$ cat src/rtl/sw_debounce_pkg.sv
// Shared constants for the switch debouncer: default stability windows and counter sizing.
package sw_debounce_pkg;

    localparam int unsigned DEB_WIDTH_DEFAULT     = 8;
    localparam int unsigned DEB_SIM_STABLE_CYCLES = 4;
    // 50000 clocks at 50 MHz is roughly 1 ms of settle time.
    localparam int unsigned DEB_BOARD_STABLE_CYCLES = 50000;

    function automatic int unsigned deb_cnt_width(input int unsigned stable_cycles);
        int unsigned w;
        w = $clog2(stable_cycles + 1);
        return (w < 1) ? 1 : w;
    endfunction

endpackage

$ cat src/rtl/sw_debounce_debounce1.sv
// Single switch channel: 2-flop synchronizer, stability counter and rise/fall pulses.
module debounce1
    import sw_debounce_pkg::*;
#(
    parameter int unsigned STABLE_CYCLES = DEB_SIM_STABLE_CYCLES
) (
    input  logic clk,
    input  logic rst_n,
    input  logic sw_i,
    output logic sw_o,
    output logic rise_o,
    output logic fall_o
);

    localparam int unsigned CW = deb_cnt_width(STABLE_CYCLES);
    localparam logic [CW-1:0] CNT_LAST = CW'(STABLE_CYCLES - 1);

    logic          s1_q, s2_q;
    logic [CW-1:0] cnt_q, cnt_d;
    logic          sw_q, sw_d;
    logic          rise_q, rise_d;
    logic          fall_q, fall_d;

    // Count consecutive disagreement; follow the input only after a full window.
    always_comb begin
        cnt_d  = '0;
        sw_d   = sw_q;
        rise_d = 1'b0;
        fall_d = 1'b0;
        if (s2_q != sw_q) begin
            if (cnt_q == CNT_LAST) begin
                sw_d   = s2_q;
                rise_d = s2_q;
                fall_d = ~s2_q;
            end else begin
                cnt_d = cnt_q + CW'(1);
            end
        end
    end

    always_ff @(posedge clk) begin
        if (!rst_n) begin
            s1_q   <= 1'b0;
            s2_q   <= 1'b0;
            cnt_q  <= '0;
            sw_q   <= 1'b0;
            rise_q <= 1'b0;
            fall_q <= 1'b0;
        end else begin
            s1_q   <= sw_i;
            s2_q   <= s1_q;
            cnt_q  <= cnt_d;
            sw_q   <= sw_d;
            rise_q <= rise_d;
            fall_q <= fall_d;
        end
    end

    assign sw_o   = sw_q;
    assign rise_o = rise_q;
    assign fall_o = fall_q;

endmodule

$ cat src/rtl/sw_debounce.sv
// Bank of independent switch debouncers feeding the downstream inverter stage.
module sw_debounce
    import sw_debounce_pkg::*;
#(
    parameter int unsigned WIDTH         = DEB_WIDTH_DEFAULT,
    parameter int unsigned STABLE_CYCLES = DEB_BOARD_STABLE_CYCLES
) (
    input  logic             i_clk,
    input  logic             i_rst_n,
    input  logic [WIDTH-1:0] i_sw,
    output logic [WIDTH-1:0] o_sw,
    output logic [WIDTH-1:0] o_rise,
    output logic [WIDTH-1:0] o_fall
);

    if (STABLE_CYCLES < 1) begin : gen_bad_stable_cycles
        $error("sw_debounce: STABLE_CYCLES must be >= 1");
    end

    for (genvar i = 0; i < WIDTH; i++) begin : gen_deb1s
        debounce1 #(
            .STABLE_CYCLES(STABLE_CYCLES)
        ) u_deb1 (
            .clk   (i_clk),
            .rst_n (i_rst_n),
            .sw_i  (i_sw[i]),
            .sw_o  (o_sw[i]),
            .rise_o(o_rise[i]),
            .fall_o(o_fall[i])
        );
    end

endmodule

$ cat config.mk
export PLATFORM = sky130hd
export DESIGN_NAME = sw_debounce
export DESIGN_NICKNAME = d
export VERILOG_FILES = /design/src/rtl/sw_debounce_pkg.sv /design/src/rtl/sw_debounce_debounce1.sv /design/src/rtl/sw_debounce.sv
export SDC_FILE = /design/constraint.sdc
export NUM_CORES = 1
export LEC_CHECK = 0
export ABC_CLOCK_PERIOD_IN_PS = 2600
export CAP_MARGIN = 10
export CELL_PAD_IN_SITES_DETAIL_PLACEMENT = 1
export CELL_PAD_IN_SITES_GLOBAL_PLACEMENT = 1
export CORE_MARGIN = 8
export CORE_UTILIZATION = 40
export DETAILED_ROUTE_END_ITERATION = 8
export HOLD_SLACK_MARGIN = 0.15
export MAX_ROUTING_LAYER = met4
export PLACE_DENSITY_LB_ADDON = 0.1
export SYNTH_ARGS = -nofsm -noshare
export SYNTH_HDL_FRONTEND = slang
export SYNTH_SLANG_ARGS = --single-unit
$ cat constraint.sdc
create_clock -name i_clk -period 2.6 [get_ports i_clk]
set_clock_uncertainty 0.05 [all_clocks]
set_input_delay 0.26 -clock i_clk [delete_from_list [all_inputs] [get_ports i_clk]]
set_output_delay 0.26 -clock i_clk [all_outputs]
set_load 0.1 [all_outputs]
==> results of run 1 <==
==> worst max-delay path: stages, from the launching register on <==
cell     delay (ns)
dfxtp_1        0.34
or4_1          0.56
nor4_2         0.40
or3_1          0.53
nor2_1         0.11
==> sequential cells by signal, summed over array words and instances (netlist names) <==
signal                   flops
gen_deb1s.u_deb1.sw_o        8
gen_deb1s.u_deb1.s1_q        8
gen_deb1s.u_deb1.s2_q        8
gen_deb1s.u_deb1.cnt_q     128
gen_deb1s.u_deb1.fall_o      8
gen_deb1s.u_deb1.rise_o      8
==> cell usage after synthesis, types with 2 or more instances <==
cell type  number
or4_1           4
nand4_1        29
nor4_1         26
or3_1           4
nand4b_1        5
nand3_1        49
xnor2_1        81
and4_1          6
o21ai_0         2
or2_2           6
a21oi_1         5
and2_1         16
buf_4          27
nor3b_1        14
or4bb_1         3
dfxtp_1       168
nor2_1        143
nor2_2          4
xor2_1         35
inv_1          25
nor4bb_1        9
nor4b_1         4
clkbuf_1        9
o31ai_1         2
or4b_1          3
and3_1          9
mux2i_1         7
nand2_1        35
ha_1            8
nor3_1         28
nor4_2          2
==> area by class of cell <==
cell class | count | share of cell area (%)
Clock inverter | 14 | 2.168
Sequential cell | 168 | 41.92
Inverter | 25 | 1.170
Timing Repair Buffer | 37 | 3.743
Clock buffer | 18 | 5.349
Multi-Input combinational cell | 545 | 42.14
Tap cell | 225 | 3.509
==> worst max-delay path by stage <==
stage,start,endpoint,slack (ns),cells past startpoint
finish,gen_deb1s[4].u_deb1.cnt_q[12]$_SDFF_PP0_,gen_deb1s[4].u_deb1.cnt_q[7]$_SDFF_PP0_,0.48,4
global route,gen_deb1s[4].u_deb1.cnt_q[12]$_SDFF_PP0_,gen_deb1s[4].u_deb1.cnt_q[5]$_SDFF_PP0_,0.27,4
CTS,gen_deb1s[4].u_deb1.cnt_q[12]$_SDFF_PP0_,gen_deb1s[4].u_deb1.cnt_q[7]$_SDFF_PP0_,0.45,4
detailed placement,gen_deb1s[4].u_deb1.cnt_q[12]$_SDFF_PP0_,gen_deb1s[4].u_deb1.cnt_q[7]$_SDFF_PP0_,0.47,4
global placement,gen_deb1s[4].u_deb1.cnt_q[12]$_SDFF_PP0_,gen_deb1s[4].u_deb1.cnt_q[8]$_SDFF_PP0_,0.55,4
floorplan,gen_deb1s[0].u_deb1.cnt_q[10]$_SDFF_PP0_,gen_deb1s[0].u_deb1.cnt_q[14]$_SDFF_PP0_,0.72,5
==> layout by cell type (no fill, tap or decap), types with 5 or more instances in the layout <==
cell               n
dfxtp_1          168
nor2_1           143
xnor2_1           81
nand3_1           49
xor2_1            35
nand2_1           35
nand4_1           29
nor3_1            28
buf_4             28
nor4_1            26
inv_1             25
clkbuf_16         17
and2_1            16
nor3b_1           14
and3_1             9
nor4bb_1           9
clkdlybuf4s50_1    9
ha_1               8
mux2i_1            7
clkinvlp_4         7
and4_1             6
or2_2              6
nand4b_1           5
a21oi_1            5
==> logic make-up (layout without fill, tap and decap cells) <==
kind of cell	after synthesis	after routing	synth area share [%]
DFF	168	168	47.35
buffers and inverters	64	94	5.055
adders and majority gates	8	8	1.409
and+or+nand+nor	405	405	30.19
xor gates and xnor gates	116	116	14.30
muxes	7	7	0.9865
AOI/OAI and AO/OA	9	9	0.7045
==> power by group through the flow <==
stage	clock [W]	sequential, W	combinational [W]
finish	0.00258	0.00260	0.0000647
CTS	0.00266	0.00260	0.0000672
detailed placement	0	0.00266	0.0000667
global placement	0	0.00266	0.0000658
floorplan	0	0.00265	0.0000399
global route	0.00278	0.00260	0.0000739
==> stage by stage <==
step	setup WS (ns)	total power, W	util (%)	cell area [sq um]	hold slack, ns
finish	0.4834	0.005243	46.22	8023	0.3581
global route	0.2657	0.005450	46.22	8023	0.3654
CTS	0.4466	0.005324	46.22	8023	0.3425
detailed placement	0.4691	0.002725	42.75	7420	0.3738
global placement	0.5467	0.002723	42.75	7420	0.3698
floorplan	0.7228	0.002695	-	7103	0.3373
==> per-layer routing <==
| metal | wire length (um) | track usage [%] |
|---|---|---|
| met5 | 0 | - |
| met4 | 172 | 4.695 |
| met3 | 437 | 3.823 |
| met2 | 7224 | 24.19 |
| met1 | 6917 | 16.97 |
==> flow_metrics.tcl, run 1 <==
set metrics [dict create \
    drt_drc_violations_left 0 \
    crit_path_start_kind "flip-flop" \
    yosysUniqueCellTypes 40 \
    syn_nets 795 \
    drive_gt1_share_pct 9.046 \
    reg2reg_to "gen_deb1s[4].u_deb1.cnt_q[7]$_SDFF_PP0_" \
    min_period_ns 2.117 \
    intPower_w 0.004131 \
    min_from "i_sw[5]" \
    maxSlewViolCount 0 \
    tightest_slew_ns 0.6801 \
    clk_pin_slew_ns 0.07 \
    cts_num_sinks 168 \
    synth-edff-count 0 \
    cts.hold.buffers_added 0 \
    diodes 0 \
    cts_buffer_depth 2 \
    grt_start_max_net_pins 32 \
    hold_viol 0 \
    relSlewSlack_pct 54.53 \
    fin_nets 812 \
    area_delta_synth_final_pct 12.95 \
    yosysSeqAreaShare_pct 47.35 \
    drt-pass1-iter-count 4 \
    grt_pass1_wl_um 25920 \
    yosys-top-cells-area "dfxtp_1 47%, xnor2_1 10%, nor2_1 7.6%, xor2_1 4.3%, nand3_1 3.5%" \
    num_io_pins 34 \
    nFillCells 1992 \
    grt_use_total_pct 14.61 \
    crit_type "flip-flop to flip-flop" \
    drtAntennaViolNets 0 \
    num_rows 48 \
    viasPerCell 5.058 \
    core_sq_um 17360 \
    worstSetupEndpointType "flip-flop" \
    detailed_place_hpwl_um 10490 \
    drt_iter0_markers 204 \
    cts_setup_buffers 0 \
    multiInputGateArea_sq_um 3381 \
    stdcell_count 1032 \
    die_h_um 149.3 \
    clock-root-buffer "clkbuf_16" \
    vias 5220 \
    p_per_area_nw_per_um2 653.6 \
    peakVddDrop_mv 0.4457 \
    syn_area_per_cell_sq_um 9.142 \
    synth-async-reset-ratio_pct 0 \
    die_x_um 149.3 \
    portBuffers 33 \
    overflow 0 \
    antenna_found_initial 0 \
    leakage_nw 2.500 \
    drt-total-wl_um 14750 \
    p_seq_share_pct 49.6 \
    rr_worst_depth 4 \
    synth_top_area_share_pct 47.35 \
    cap_viol_max_count 0 \
    routabilityCongestion 0.7746 \
    switching_share_pct 21.21 \
    place_inst 1000 \
    initial_core_util_pct 40.92 \
    rsz0062_at_grt "no" \
    hold_depth 2 \
    max_freq_ghz 0.4725 \
    wire_per_inst_um 14.29 \
    tns_ns 0 \
    cts-buffers-inserted 17 \
    fin_crit_sh_pct 81.41 \
    worstPathArrival_ns 2.36 \
    status "complete, no violations" \
    syn_area_sq_um 7103 \
    yosys_register_bits 168 \
    cts_tree "built" \
    pwr-share-clk_pct 49.2 \
    r2r_slack_ns 0.48 \
    syn-instance-count 777 \
    grt_pass1_vias 5543 \
    cts_resized 0 \
    die-area_sq_um 22280 \
    htreeDepth 4 \
    regArea_sq_um 3363 \
    setup_viol 0 \
    hold_path_class "input port to flip-flop" \
    yosysTopAreaCell "dfxtp_1" \
    r2r-start "gen_deb1s[4].u_deb1.cnt_q[12]$_SDFF_PP0_" \
    min_to "gen_deb1s[5].u_deb1.s1_q$_SDFF_PN0_" \
    synth_flop_cell "dfxtp_1" \
    p_comb_share_pct 1.2 \
    crit_fanout 16 \
    crit_required_ns 2.84 \
    synth_warnings 0 \
    power.switching_w 0.001112 \
    clock_latency_ns 0.43 \
]
Note: power is estimated with default switching activity, not from simulation.
==> run 2, diff against run 1 <==
--- a/config.mk
+++ b/config.mk
@@ -5,7 +5,7 @@
 export SDC_FILE = /design/constraint.sdc
 export NUM_CORES = 1
 export LEC_CHECK = 0
-export ABC_CLOCK_PERIOD_IN_PS = 2600
+export ABC_CLOCK_PERIOD_IN_PS = 1800
 export CAP_MARGIN = 10
 export CELL_PAD_IN_SITES_DETAIL_PLACEMENT = 1
 export CELL_PAD_IN_SITES_GLOBAL_PLACEMENT = 1
==> constraint.sdc (replaced) <==
create_clock -name i_clk -period 1.8 [get_ports i_clk]
set_clock_uncertainty 0.05 [all_clocks]
set_input_delay 0.18 -clock i_clk [delete_from_list [all_inputs] [get_ports i_clk]]
set_output_delay 0.18 -clock i_clk [all_outputs]
set_load 0.1 [all_outputs]
==> flow_metrics.tcl, run 2 (same netlist as run 1, synthesis figures left out) <==
set metrics [dict create \
    hold_viol 0 \
    crit_path_start_kind "flip-flop" \
    cts_num_sinks 168 \
    drt_iter0_markers 158 \
    drt_drc_violations_left 0 \
    grt_start_max_net_pins 17 \
    crit_required_ns 2.06 \
    grt_use_met1_pct 18.55 \
    htreeDepth 4 \
    drt-total-wl_um 15960 \
    finish.instance_area_sq_um 8785 \
    portBuffers 33 \
    die-area_sq_um 22280 \
    clk_pin_slew_ns 0.06 \
    cap_viol_max_count 0 \
    num_rows 48 \
    setup_viol 9 \
    critPathLaunch "gen_deb1s[0].u_deb1.cnt_q[14]$_SDFF_PP0_" \
    fin_total_pwr_w 0.007793 \
    initial_core_util_pct 40.92 \
    area_delta_synth_final_pct 23.67 \
    maxSlewViolCount 0 \
    clock-root-buffer "clkbuf_16" \
    fin_nets 873 \
    cts_buffer_depth 2 \
    detailed_place_hpwl_um 11490 \
    die_h_um 149.3 \
    min_from "i_sw[6]" \
    pre_cts_ws_ns -0.1200 \
    leakage_nw 2.910 \
    r2r-start "gen_deb1s[0].u_deb1.cnt_q[14]$_SDFF_PP0_" \
    rsz0062_at_grt "yes" \
    largest-register "gen_deb1s.u_deb1.cnt_q" \
    worstPathArrival_ns 2.07 \
    core_sq_um 17360 \
    drt-pass1-iter-count 4 \
    antenna_found_initial 0 \
    tightest_slew_ns 0.5759 \
    failed_checks "negative setup slack" \
    grt_pass1_vias 5806 \
    nFillCells 1981 \
    p_per_area_nw_per_um2 887.1 \
    routabilityCongestion 0.7903 \
    place_inst 1055 \
    grt_use_total_pct 15.46 \
    wire_per_inst_um 14.63 \
    viasPerCell 5.030 \
    diodes 0 \
    setup_ws_ns -0.01477 \
    crit_fanout 8 \
    busiest_layer "met2" \
    drtAntennaViolNets 0 \
    max_freq_ghz 0.5510 \
    vias 5488 \
    fin_crit_sh_pct 100.8 \
    mostFrequentLayoutCell "dfxtp_1" \
    grt_pass1_wl_um 27480 \
    min_period_ns 1.815 \
    die_x_um 149.3 \
    gr-usage-met3_pct 3.277 \
    status "finished, violations left" \
    final_core_util_pct 50.61 \
    clock_latency_ns 0.42 \
    relSlewSlack_pct 61.47 \
    overflow 0 \
    hold_path_class "input port to flip-flop" \
    placed_area_sq_um 7993 \
    worstSetupEndpointType "flip-flop" \
    stdcell_count 1091 \
    peakVddDrop_mv 0.5553 \
    cts-buffers-inserted 17 \
    cts_tree "built" \
    crit_type "flip-flop to flip-flop" \
    globalRouteMet2Util_pct 25.38 \
    layout_common_cells "159 x dfxtp_1, 137 x nor2_1, 81 x xnor2_1, 77 x buf_4, 49 x nand3_1" \
    drive_gt1_share_pct 18.82 \
    largest_reg_flops 128 \
    num_io_pins 34 \
]
[run 2: changes by cell type in the layout (fill, tap and decap cells not counted), moves of 4 or more]
cell / change
nor2_1: -6
buf_4: +49
nor4_1: -5
clkinvlp_4: -7
dfxtp_2: +9
clkinv_2: +4
dfxtp_1: -9
buf_12: +11
nor2_2: +6
[run 2: worst paths after layout]
check	depth (start not counted)	slack (ns)	end
setup / recovery	4	-0.01	gen_deb1s[0].u_deb1.cnt_q[5]$_SDFF_PP0_
hold / removal	2	0.30	gen_deb1s[6].u_deb1.s1_q$_SDFF_PN0_
setup reg to reg	4	-0.01	gen_deb1s[0].u_deb1.cnt_q[5]$_SDFF_PP0_
hold reg to reg	1	0.39	gen_deb1s[4].u_deb1.s2_q$_SDFF_PN0_
[run 2: metal layers]
layer	wire, um	part of all wire [%]	vias to the layer above
li1	-	-	2777
met1	7589	48	2649
met2	7792	49	48
met3	397	2.5	14
met4	178	1.1	0
met5	0	0	-
[run 2: critical path, cell delays in order, from the launching register on]
cell     delay, ns
dfxtp_2       0.34
or4bb_1       0.49
or4_4         0.60
nand3_4       0.17
nor2_1        0.06
[run 2: final cells by class]
cell class / count / area [sq um] / area share, %
multi-input cells: 546 / 3515 / 40.01
flip-flops and latches: 168 / 3374 / 38.41
repair buffers: 97 / 888.4 / 10.11
clock buffers: 20 / 456.7 / 5.199
well taps: 225 / 281.5 / 3.205
clock inverters: 10 / 175.2 / 1.994
inverters: 25 / 93.84 / 1.068
[run 2: stage by stage]
stage               hold WS (ns)  TNS (ns)
floorplan                 0.2573   -0.1775
global placement          0.3662   -0.4738
detailed placement        0.3749    -2.474
CTS                       0.2803   -0.2212
global route              0.2842   -0.6839
finish                    0.2970  -0.06802
[run 2: what timing repair did]
action	in CTS	in global routing
setup endpoints to repair	32	67
hold buffers	0	0
gates cloned	1	0
buffers inserted	1	4
hold endpoints to repair	0	0
gates resized for setup	5	25
pin swaps	6	12
[run 2: power by group]
group	leakage [nW]	internal [W]	switching, W
sequential	1.36	0.00374	0.0000155
combinational	1.23	0.0000579	0.0000638
clock	0.315	0.00251	0.00141
==> run 3, diff against run 2 <==
--- a/config.mk
+++ b/config.mk
@@ -11,6 +11,7 @@
 export CELL_PAD_IN_SITES_GLOBAL_PLACEMENT = 1
 export CORE_MARGIN = 8
 export CORE_UTILIZATION = 40
+export CTS_BUF_LIST = sky130_fd_sc_hd__clkbuf_8
 export DETAILED_ROUTE_END_ITERATION = 8
 export HOLD_SLACK_MARGIN = 0.15
 export MAX_ROUTING_LAYER = met4
==> flow_metrics.tcl, run 3 (same netlist as run 1, synthesis figures left out) <==
set metrics [dict create \
    drtAntennaViolNets 0 \
    viasPerCell 5.014 \
    cap_viol_max_count 0 \
    grt_use_total_pct 15.44 \
    multiInputGateArea_sq_um 3513 \
    die_h_um 149.3 \
    hold_viol 0 \
    grt_pass1_wl_um 27460 \
    crit_path_start_kind "flip-flop" \
    failed_checks "negative setup slack" \
    die_x_um 149.3 \
    die-area_sq_um 22280 \
    crit_fanout 8 \
    largest_reg_flops 128 \
    routabilityCongestion 0.7903 \
    drt_drc_violations_left 0 \
    stdcell_count 1094 \
    vias 5485 \
    setup_viol 9 \
    rsz0062_at_grt "yes" \
    largest-register "gen_deb1s.u_deb1.cnt_q" \
    final_core_util_pct 49.65 \
    setup_ws_ns -0.02041 \
    initial_core_util_pct 40.92 \
    wire_per_inst_um 14.53 \
    portBuffers 33 \
    cts-buffers-inserted 17 \
    worstPathArrival_ns 2.09 \
    cts_buffer_depth 2 \
    diodes 0 \
    num_rows 48 \
    fin_crit_sh_pct 101.1 \
    tightest_slew_ns 0.5717 \
    fin_nets 876 \
    status "finished, violations left" \
    worstSetupEndpointType "flip-flop" \
    maxSlewViolCount 0 \
    drt_iter0_markers 142 \
    leakage_nw 2.859 \
    relSlewSlack_pct 61.76 \
    peakVddDrop_mv 0.4463 \
    grt_pass1_vias 5823 \
    cts.hold.buffers_added 0 \
    core_sq_um 17360 \
    drt-pass1-iter-count 4 \
    antenna_found_initial 0 \
    layout_common_cells "156 x dfxtp_1, 141 x nor2_1, 81 x xnor2_1, 80 x buf_4, 49 x nand3_1" \
    clk_pin_slew_ns 0.09 \
    clock-root-buffer "clkbuf_8" \
    fin_total_pwr_w 0.006861 \
    mostFrequentLayoutCell "dfxtp_1" \
    hold_path_class "input port to flip-flop" \
    max_freq_ghz 0.5493 \
    crit_type "flip-flop to flip-flop" \
    p_per_area_nw_per_um2 796.1 \
    regArea_sq_um 3378 \
    num_io_pins 34 \
    overflow 0 \
    finish.instance_area_sq_um 8618 \
    drive_gt1_share_pct 18.99 \
    place_inst 1055 \
    cts_num_sinks 168 \
    htreeDepth 4 \
    placed_area_sq_um 7993 \
    cts_tree "built" \
    grt_start_max_net_pins 17 \
    crit_required_ns 2.07 \
    clock_latency_ns 0.44 \
    detailed_place_hpwl_um 11490 \
    min_period_ns 1.820 \
    area_delta_synth_final_pct 21.33 \
    nFillCells 2009 \
    drt-total-wl_um 15900 \
]
-- run 3: path summary, 6_finish.rpt --
path	slack, ns	from	cells after the start	end
worst max-delay path	-0.02	gen_deb1s[0].u_deb1.cnt_q[10]$_SDFF_PP0_	4	gen_deb1s[0].u_deb1.cnt_q[15]$_SDFF_PP0_
worst min-delay path	0.27	i_sw[0]	2	gen_deb1s[0].u_deb1.s1_q$_SDFF_PN0_
worst max register to register	-0.02	gen_deb1s[0].u_deb1.cnt_q[10]$_SDFF_PP0_	4	gen_deb1s[0].u_deb1.cnt_q[15]$_SDFF_PP0_
worst min register to register	0.39	gen_deb1s[4].u_deb1.s1_q$_SDFF_PN0_	1	gen_deb1s[4].u_deb1.s2_q$_SDFF_PN0_
-- run 3: where the power goes --
group / leakage [nW] / internal [W] / switching, W / total (W)
combinational: 1.26 / 0.0000578 / 0.0000628 / 0.000121
sequential: 1.36 / 0.00373 / 0.0000155 / 0.00375
clock: 0.232 / 0.00169 / 0.00130 / 0.00299
total: 2.86 / 0.00549 / 0.00137 / 0.00686
-- run 3: what timing repair did --
item	CTS	global route
endpoints found under the setup margin	32	57
pin swaps	2	12
resized for setup	6	24
gates cloned	1	0
setup buffers	2	6
-- run 3: through the flow --
stage	worst slack [ns]	hold slack [ns]	TNS, ns
final	-0.02041	0.2666	-0.05163
after global routing	-0.05338	0.2274	-0.5025
after CTS	-0.01128	0.2311	-0.01506
after detailed placement	-0.1200	0.3749	-2.474
after global placement	-0.04112	0.3662	-0.4738
after floorplan	-0.01994	0.2573	-0.1775
-- run 3: per-layer routing --
layer,global-route usage (%),up-vias,part of all wire (%)
met4,4.190,0,0.76
li1,-,2780,-
met1,18.47,2640,47
met3,3.823,10,3.0
met2,25.43,55,49
met5,-,-,0
-- run 3: area by class of cell --
cell class,instances,area share [%]
Multi-Input combinational cell,546,40.77
Inverter,25,1.089
Tap cell,225,3.267
Timing Repair Buffer,100,10.57
Sequential cell,168,39.20
Clock inverter,11,2.076
Clock buffer,19,3.034
-- run 3: critical path, stage by stage (launching register included) --
cell and delay, ns:
dfxtp_1 0.32, or4b_1 0.62, or4_4 0.51, nand3_4 0.14, a21oi_1 0.06
